<file path="config.mk">
export PLATFORM = sky130hd
export DESIGN_NAME = proc_scheduler
export DESIGN_NICKNAME = d
export VERILOG_FILES = /design/src/rtl/coproc_pkg.sv /design/src/rtl/proc_watchdog.sv /design/src/rtl/proc_scheduler.sv
export SDC_FILE = /design/constraint.sdc
export NUM_CORES = 1
export LEC_CHECK = 0
export CORE_ASPECT_RATIO = 2
export CORE_MARGIN = 2
export CORE_UTILIZATION = 45
export CTS_CLUSTER_DIAMETER = 80
export DETAILED_ROUTE_END_ITERATION = 12
export HOLD_SLACK_MARGIN = 0.1
export PLACE_DENSITY = 0.67
export SYNTH_ARGS = -nofsm -noshare
export SYNTH_HDL_FRONTEND = slang
export SYNTH_SLANG_ARGS = --single-unit
</file>
<file path="constraint.sdc">
create_clock -name CLK -period 1.9 [get_ports CLK]
set_clock_uncertainty 0.05 [all_clocks]
set_input_delay 0.285 -clock CLK [delete_from_list [all_inputs] [get_ports CLK]]
set_output_delay 0.285 -clock CLK [all_outputs]
set_load 0.02 [all_outputs]
</file>
<file path="src/rtl/coproc_pkg.sv">
// Shared definitions for the coprocessor run sequencer: FSM states, config codes
// and VGA source selection values.
package coproc_pkg;

   typedef enum logic [2:0] {
      IDLE,
      LATCH,
      RUN,
      SWAP,
      SHOW
   } sched_state_t;

   localparam logic [1:0] ALG_BYPASS = 2'd0;
   localparam logic [1:0] ALG_BLUR   = 2'd1;
   localparam logic [1:0] ALG_EDGE   = 2'd2;
   localparam logic [1:0] ALG_INVERT = 2'd3;

   localparam logic [1:0] ZOOM_X1 = 2'd0;
   localparam logic [1:0] ZOOM_X2 = 2'd1;
   localparam logic [1:0] ZOOM_X4 = 2'd2;
   localparam logic [1:0] ZOOM_X8 = 2'd3;

   localparam logic SRC_ROM = 1'b0;
   localparam logic SRC_RAM = 1'b1;

endpackage

</file>
<file path="src/rtl/proc_watchdog.sv">
// Run watchdog: counts enabled cycles since the last clear and flags the cycle
// on which the count reaches TIMEOUT_CYCLES-1.
module proc_watchdog #(
   parameter int TIMEOUT_CYCLES = 1_500_000
) (
   input  logic clk,
   input  logic rst,
   input  logic clear,
   input  logic count_en,
   output logic expired
);

   localparam int CW = $clog2(TIMEOUT_CYCLES + 1);
   localparam logic [CW-1:0] LAST = CW'(TIMEOUT_CYCLES - 1);
   localparam logic [CW-1:0] CEIL = CW'(TIMEOUT_CYCLES);

   logic [CW-1:0] count;

   // Saturates at TIMEOUT_CYCLES so a stray enable can never wrap into a fresh window.
   always_ff @(posedge clk or posedge rst) begin
      if (rst)
         count <= '0;
      else if (clear)
         count <= '0;
      else if (count_en && (count != CEIL))
         count <= count + 1'b1;
   end

   assign expired = count_en && (count == LAST);

endmodule

</file>
<file path="src/rtl/proc_scheduler.sv">
// Run sequencer for the ROM -> processing core -> RAMProc path: latches config,
// drives the processing-enable handshake, and swaps VGA source at frame start.
module proc_scheduler
   import coproc_pkg::*;
#(
   parameter int TIMEOUT_CYCLES = 1_500_000,
   parameter bit AUTO_RERUN     = 1'b1
) (
   input  logic       CLK,
   input  logic       RESET,
   input  logic       START,
   input  logic [1:0] ALGORITHM_IN,
   input  logic [1:0] ZOOM_LEVEL_IN,
   input  logic       FRAME_START,
   input  logic       PROC_DONE,
   output logic       PROC_ENABLE,
   output logic [1:0] PROC_ALGORITHM,
   output logic [1:0] PROC_ZOOM,
   output logic       VGA_SOURCE_SELECT,
   output logic       BUSY,
   output logic       ERROR,
   output logic [7:0] RUN_COUNT
);

   sched_state_t state, next_state;
   logic         pending, pending_d;
   logic         expired;
   logic         cfg_changed;
   logic         enable_d, vga_d, busy_d, error_d;
   logic [1:0]   alg_d, zoom_d;
   logic [7:0]   count_d;

   proc_watchdog #(
      .TIMEOUT_CYCLES(TIMEOUT_CYCLES)
   ) u_watchdog (
      .clk     (CLK),
      .rst     (RESET),
      .clear   (state == LATCH),
      .count_en(state == RUN),
      .expired (expired)
   );

   assign cfg_changed = (ALGORITHM_IN != PROC_ALGORITHM) || (ZOOM_LEVEL_IN != PROC_ZOOM);

   always_ff @(posedge CLK or posedge RESET) begin
      if (RESET)
         state <= IDLE;
      else
         state <= next_state;
   end

   always_comb begin
      next_state = state;
      case (state)
         IDLE:    if (START) next_state = LATCH;
         LATCH:   next_state = RUN;
         // A completion arriving on the timeout cycle still counts as success.
         RUN:     if (PROC_DONE) next_state = SWAP;
                  else if (expired) next_state = IDLE;
         SWAP:    if (FRAME_START) next_state = SHOW;
         SHOW:    if (START || pending || (AUTO_RERUN && cfg_changed)) next_state = LATCH;
         default: next_state = IDLE;
      endcase
   end

   // Outputs are decoded from the upcoming state so they settle together with it.
   always_comb begin
      enable_d  = (next_state == RUN);
      vga_d     = (next_state == SHOW) ? SRC_RAM : SRC_ROM;
      busy_d    = (next_state == LATCH) || (next_state == RUN) || (next_state == SWAP);
      alg_d     = PROC_ALGORITHM;
      zoom_d    = PROC_ZOOM;
      error_d   = ERROR;
      pending_d = pending;
      count_d   = RUN_COUNT;
      if (next_state == LATCH) begin
         alg_d     = ALGORITHM_IN;
         zoom_d    = ZOOM_LEVEL_IN;
         error_d   = 1'b0;
         pending_d = 1'b0;
      end
      if ((state == RUN) && expired && !PROC_DONE)
         error_d = 1'b1;
      if ((state == SWAP) && START)
         pending_d = 1'b1;
      if ((state == SWAP) && FRAME_START)
         count_d = RUN_COUNT + 8'd1;
   end

   always_ff @(posedge CLK or posedge RESET) begin
      if (RESET) begin
         PROC_ENABLE       <= 1'b0;
         PROC_ALGORITHM    <= ALG_BYPASS;
         PROC_ZOOM         <= ZOOM_X1;
         VGA_SOURCE_SELECT <= SRC_ROM;
         BUSY              <= 1'b0;
         ERROR             <= 1'b0;
         RUN_COUNT         <= 8'd0;
         pending           <= 1'b0;
      end else begin
         PROC_ENABLE       <= enable_d;
         PROC_ALGORITHM    <= alg_d;
         PROC_ZOOM         <= zoom_d;
         VGA_SOURCE_SELECT <= vga_d;
         BUSY              <= busy_d;
         ERROR             <= error_d;
         RUN_COUNT         <= count_d;
         pending           <= pending_d;
      end
   end

endmodule

</file>
==> run summary, run 1 <==
result of the run: finished, final reports clean
Final Critical Period: 1.87 ns
cells taking the most area after synthesis: dfrtp_1 (49%), xnor2_1 (6.2%), nand2_1 (3.6%)
library cell with the highest instance count after synthesis: dfrtp_1
number of library cell types mapped by synthesis: 40
Synth Instances: 214
Finished Core Util: 0.610
cell total after placement: 316
unrepaired setup endpoints after global routing: true
endpoints failing setup: 0
standby leakage power: 1.25 nW
cell area after synthesis: 2100 um^2
launch point of the worst reg-to-reg path: PROC_ALGORITHM[1]
Gate power share: 0.460
total wirelength of the detailed-routed design: 4680 um
number of filler instances in the final layout: 402
insertion delay to the later sink of the worst-skew pair: 0.29 ns
total I/O pin count: 25
Worst Setup Slack post-DPL: -0.291 ns
y dimension of the die: 101 um
Int Power: 2.13 mW
number of buffers between clock root and the deepest sink: 2
number of antenna violations at the first check in global routing: 0
most used flip-flop cell after synthesis: dfrtp_1
Worst Tran Pin Value: 0.411 ns
quantity of I/O buffers inserted on ports: 24
net count of the finished layout: 283
Sink Count: 41
power density over the cells: 1220 nW/um^2
fraction of post-synthesis cell area in the top cell type by area: 0.488
half-perimeter wire length after placement: 3520 um
ANT nets after route: 0
share of synthesized flip-flops with an asynchronous set or reset: 1.00
overall routing resource usage: 0.191
switching part of the total power: 0.372
Final Max Tran Viols: 0
Die Width: 52.4 um
critical path required time: 2.03 ns
starting utilization of the core area: 0.462
number of levels in the clock H-tree: 2
cell type contributing the most total cell area after synthesis: dfrtp_1
element type at the critical path end: flop
sequential cell area fraction in the yosys report: 0.488
antenna fix cells: 0
flop2flop setup slack: 0.03 ns
post-synthesis net count: 226
detailed-route wire length per cell: 14.3 um
slew margin rel.: 0.726
pin count of the biggest net entering global routing: 18
FF+latch count, synth: 41
switching power of the nets: 1.26 mW
global placer's final weighted congestion: 0.827
ratio of routed vias to standard cells: 5.39
startpoint type of the worst setup path: flop
most common library cells after synthesis: dfrtp_1 (41), nand2_1 (20), nor2_1 (18)
Clock Power Share: 0.166
Final Hold Viols: 0
count of non-filler cells in the finished layout: 327
worst vdd ir: 0.705 mV
total CTS buffers: 5
clock tree from TritonCTS: yes
biggest fanout along the worst timing path: 5
worst path arrival time: 2.00 ns
die area: 5270 um^2
sequential fraction of design power: 0.374
post-route DRC violation count: 0
ratio of final minimum period to clock period: 0.987
number of violations reported at the end of detailed-routing iteration 0: 33
total of warnings raised by yosys: 0
Critical Setup Path Class: reg2reg
final worst slack: 0.0251 ns
count of flip-flops with a built-in enable after synthesis: 0
Fmax: 533 MHz
total via count in the routed design: 1764
CP startpoint: PROC_ALGORITHM[1]
number of global-route vias before repair: 1754
floorplan core area: 4550 um^2
sum of overflow across all layers after global routing: 0
first-pass GRT wire length: 7600 um
first-pass detailed-route iteration total: 4
clock tree root buffer cell: clkbuf_8
area grow syn2layout: 32.1%
kind of path behind the tightest hold check: in2async
synthesized area per cell: 9.83 um^2
Post-CTS Hold Buffers: 0
number of max-cap violations: 0
fraction of final layout cells sized beyond drive strength 1: 0.224
clk slew on worst S/H paths: 0.09 ns
total number of placement rows: 35
-- layout by cell type (no fill, tap or decap), types with 2 or more instances in the layout --
cell / n
a21oi_1: 9
clkdlybuf4s50_1: 24
dfrtp_2: 2
o21a_1: 2
inv_1: 7
and2_1: 2
ha_1: 3
xnor2_1: 15
clkinv_2: 2
o21ai_0: 10
buf_4: 32
mux2i_1: 5
nand4_1: 8
nand2b_1: 3
nand3_1: 15
nor4b_2: 3
xor2_1: 6
mux2_4: 3
or2_2: 3
nor2_1: 18
and3_1: 5
nand2_1: 20
or3_1: 7
nor3_1: 3
clkbuf_8: 5
dfrtp_1: 39
-- cell type report --
class	count	area, um^2	area share
flip-flops and latches	41	1030	0.370
multi-input cells	158	1060	0.383
repair buffers	57	500	0.180
inverters	8	32.5	0.0117
well taps	55	68.8	0.0248
clock buffers	5	68.8	0.0248
clock inverters	3	17.5	0.00630
-- power groups by stage --
stage	Sequential, mW	Combinational [mW]	Clock (mW)
finish	1.27	1.56	0.562
global route	1.30	1.70	0.618
CTS	1.27	1.43	0.591
detailed placement	1.28	1.42	0
global placement	1.28	1.40	0
floorplan	1.37	0.733	0
-- flip-flops by register name, summed over array words and instances, names as in the netlist, 2 cells and up --
register,count
PROC_ZOOM,2
PROC_ALGORITHM,2
state,3
u_watchdog.count,21
RUN_COUNT,8
-- path summary, 6_finish.rpt --
check / cells after the start / end
min: 2 / u_watchdog.count[10]
min reg2reg: 1 / RUN_COUNT[7]
min in group CLK: 1 / RUN_COUNT[7]
max in group asynchronous: 3 / u_watchdog.count[4]
max reg2reg: 5 / PROC_ALGORITHM[1]
max: 5 / PROC_ALGORITHM[1]
-- stage by stage --
step | setup TNS (ns) | hold WS (ns) | instance area (um^2) | power [mW]
global placement | -1.17 | 0.411 | 2610 | 2.68
finish | 0 | 0.225 | 2780 | 3.39
detailed placement | -1.31 | 0.433 | 2610 | 2.71
CTS | 0 | 0.230 | 2710 | 3.29
global route | -0.0542 | 0.251 | 2780 | 3.62
floorplan | 0 | 0.367 | 2110 | 2.10
-- critical path: stages, from the launching register on --
cell and delay [ns]:
dfrtp_2 0.42, xor2_1 0.16, or4_4 0.43, o211a_4 0.26, nand3_4 0.12, mux2_1 0.33
-- metal layers --
layer / up-vias / part of all wire / GRT usage
li1: 858 / - / -
met1: 857 / 0.37 / 0.190
met2: 34 / 0.56 / 0.353
met3: 15 / 0.024 / 0.0371
met4: 0 / 0.038 / 0.103
met5: - / 0 / 0
-- timing repair --
item | in CTS | in global routing
gates resized for setup | 1 | 12
endpoints found under the setup margin | 8 | 17
pin swaps | 3 | 2
gates cloned | 0 | 0
setup buffers | 0 | 3
-- cell families after synthesis --
kind of cell / Yosys count / synth area share
and+or+nand+nor: 96 / 0.243
adders and majority gates: 3 / 0.0178
muxes: 10 / 0.0505
AOI/OAI and AO/OA: 28 / 0.0791
xor gates and xnor gates: 21 / 0.0874
DFF: 41 / 0.488
buffers and inverters: 15 / 0.0345
Power figures use the tool's default switching activity.
==> inputs of run 2 (changes only) <==
--- a/config.mk
+++ b/config.mk
@@ -12,6 +12,7 @@
 export DETAILED_ROUTE_END_ITERATION = 12
 export HOLD_SLACK_MARGIN = 0.1
 export PLACE_DENSITY = 0.67
+export RECOVER_POWER = 50
 export SYNTH_ARGS = -nofsm -noshare
 export SYNTH_HDL_FRONTEND = slang
 export SYNTH_SLANG_ARGS = --single-unit
==> run 2 against run 1 <==
  * Design area fell by 0.54%
  * Critical path depth did not move
  * Total power fell by 0.15%
  * Via count rose by 1.1%
  * Setup slack got worse by 0.00087 ns
  * Hold slack improved by 0.11 ns
  * Clock-buffer cell count did not move
  * Final cell count did not move
  * Flip-flop and latch count did not move
  * Clock power rose by 0.7%
==> run summary, run 2 (synthesized netlist as in run 1, its figures left out) <==
power density over the cells: 1230 nW/um^2
insertion delay to the later sink of the worst-skew pair: 0.30 ns
slew margin rel.: 0.417
number of buffers between clock root and the deepest sink: 2
clock tree root buffer cell: clkbuf_8
total I/O pin count: 25
Sink Count: 41
endpoints failing setup: 0
area of all sequential standard cells: 1030 um^2
largest registers: u_watchdog.count x21, RUN_COUNT x8, state x3
global placer's final weighted congestion: 0.827
most used cells in the layout excluding fill and tap cells: dfrtp_1 (39), buf_4 (30), clkdlybuf4s50_1 (23)
setup_tns: 0 ns
Final Max Tran Viols: 0
number of antenna violations at the first check in global routing: 0
register ranked first by flip-flop count: u_watchdog.count
unrepaired setup endpoints after global routing: true
flop2flop setup slack: 0.02 ns
area grow syn2layout: 31.4%
post-route DRC violation count: 0
final std cell area, no fill: 2770 um^2
standby leakage power: 1.24 nW
ratio of routed vias to standard cells: 5.46
worst path arrival time: 2.00 ns
fraction of final layout cells sized beyond drive strength 1: 0.213
Critical Setup Path Class: reg2reg
half-perimeter wire length after placement: 3520 um
flip-flop count of the largest register after layout: 21
element type at the critical path end: flop
Final Critical Period: 1.88 ns
pin count of the biggest net entering global routing: 18
area of combinational cells with multiple inputs: 1060 um^2
total number of placement rows: 35
Fmax: 533 MHz
Die Width: 52.4 um
first-pass detailed-route iteration total: 4
net count of the finished layout: 283
overall routing resource usage: 0.191
number of max-cap violations: 0
worst vdd ir: 0.706 mV
sum of overflow across all layers after global routing: 0
total via count in the routed design: 1784
Worst Tran Pin Value: 0.875 ns
quantity of I/O buffers inserted on ports: 24
critical path required time: 2.03 ns
Final Hold Viols: 0
Area after DPL: 2610 um^2
clk slew on worst S/H paths: 0.09 ns
total CTS buffers: 5
floorplan core area: 4550 um^2
Worst Hold Margin: 0.332 ns
die area: 5270 um^2
number of global-route vias before repair: 1754
y dimension of the die: 101 um
clock tree from TritonCTS: yes
kind of path behind the tightest hold check: in2async
ANT nets after route: 0
starting utilization of the core area: 0.462
number of violations reported at the end of detailed-routing iteration 0: 33
total wirelength of the detailed-routed design: 4670 um
antenna fix cells: 0
biggest fanout along the worst timing path: 5
startpoint type of the worst setup path: flop
number of filler instances in the final layout: 406
result of the run: finished, final reports clean
most common cell after layout, fill and taps aside: dfrtp_1
first-pass GRT wire length: 7600 um
number of levels in the clock H-tree: 2
detailed-route wire length per cell: 14.3 um
ratio of final minimum period to clock period: 0.987
## run 2: cell count changes in the layout (fill, tap and decap cells not counted), sizes merged
cell,before,now
buf,33,30
dlygate4sd3,0,1
clkdlybuf4s50,24,23
dlymetal6s4s,0,1
clkbuf,5,7
## run 2: timing repair
item | CTS | global route
hold buffers | 0 | 0
cloned | 0 | 0
setup buffers | 0 | 3
pin swaps | 3 | 2
resized for setup | 1 | 12
setup endpoints to repair | 8 | 17
## run 2: path summary, 6_finish.rpt
path                                    from                    to  cells past startpoint
max in group asynchronous              RESET     PROC_ALGORITHM[1]                      3
setup reg to reg           PROC_ALGORITHM[1]     PROC_ALGORITHM[1]                      5
hold / removal                         RESET  u_watchdog.count[10]                      2
hold reg to reg                 RUN_COUNT[7]          RUN_COUNT[7]                      1
min in group CLK                RUN_COUNT[7]          RUN_COUNT[7]                      1
setup / recovery           PROC_ALGORITHM[1]     PROC_ALGORITHM[1]                      5
## run 2: final cells by class
| class | count | area share |
|---|---|---|
| multi-input combinational | 158 | 0.385 |
| sequential | 41 | 0.372 |
| timing repair buffer | 57 | 0.176 |
| clock buffer | 5 | 0.0249 |
| tap | 55 | 0.0249 |
| inverter | 8 | 0.0118 |
| clock inverter | 3 | 0.00633 |
## run 2: metal layers
layer  wire length (um)  global-route usage  vias to the layer above  part of all wire
li1                   -                   -                      859                 -
met1               1730               0.190                      881              0.37
met2               2650               0.353                       28              0.57
met3                111              0.0371                       16             0.024
met4                183               0.103                        0             0.039
met5                  0                   0                        -                 0
## run 2: report_power, final
part / internal (mW) / switching, mW / total, mW / leakage [nW]
combinational: 0.805 / 0.745 / 1.55 / 0.663
clock: 0.254 / 0.312 / 0.566 / 0.0439
sequential: 1.07 / 0.207 / 1.27 / 0.535
total: 2.12 / 1.26 / 3.39 / 1.24
## run 2: critical path: stages (launching register included)
cell and delay (ns):
dfrtp_2 0.42, xor2_1 0.16, or4_4 0.43, o211a_4 0.26, nand3_4 0.12, mux2_1 0.33
## run 2: per-stage QoR
step           worst slack [ns]  utilization  std cells  power [mW]
6_report                 0.0242        0.607        327        3.39
5_1_grt                 -0.0301        0.607        327        3.62
4_1_cts                  0.0160        0.594        324        3.29
3_5_place_dp             -0.291        0.574        316        2.71
3_3_place_gp             -0.268        0.574        316        2.68
2_1_floorplan            0.0179            -        214        2.10
==> inputs of run 3 (changes only) <==
--- a/config.mk
+++ b/config.mk
@@ -10,6 +10,7 @@
 export CORE_UTILIZATION = 45
 export CTS_CLUSTER_DIAMETER = 80
 export DETAILED_ROUTE_END_ITERATION = 12
+export GPL_ROUTABILITY_DRIVEN = 0
 export HOLD_SLACK_MARGIN = 0.1
 export PLACE_DENSITY = 0.67
 export RECOVER_POWER = 50
==> results of run 3 <==
The final DEF is identical to that of run 2; final timing and power are the same.
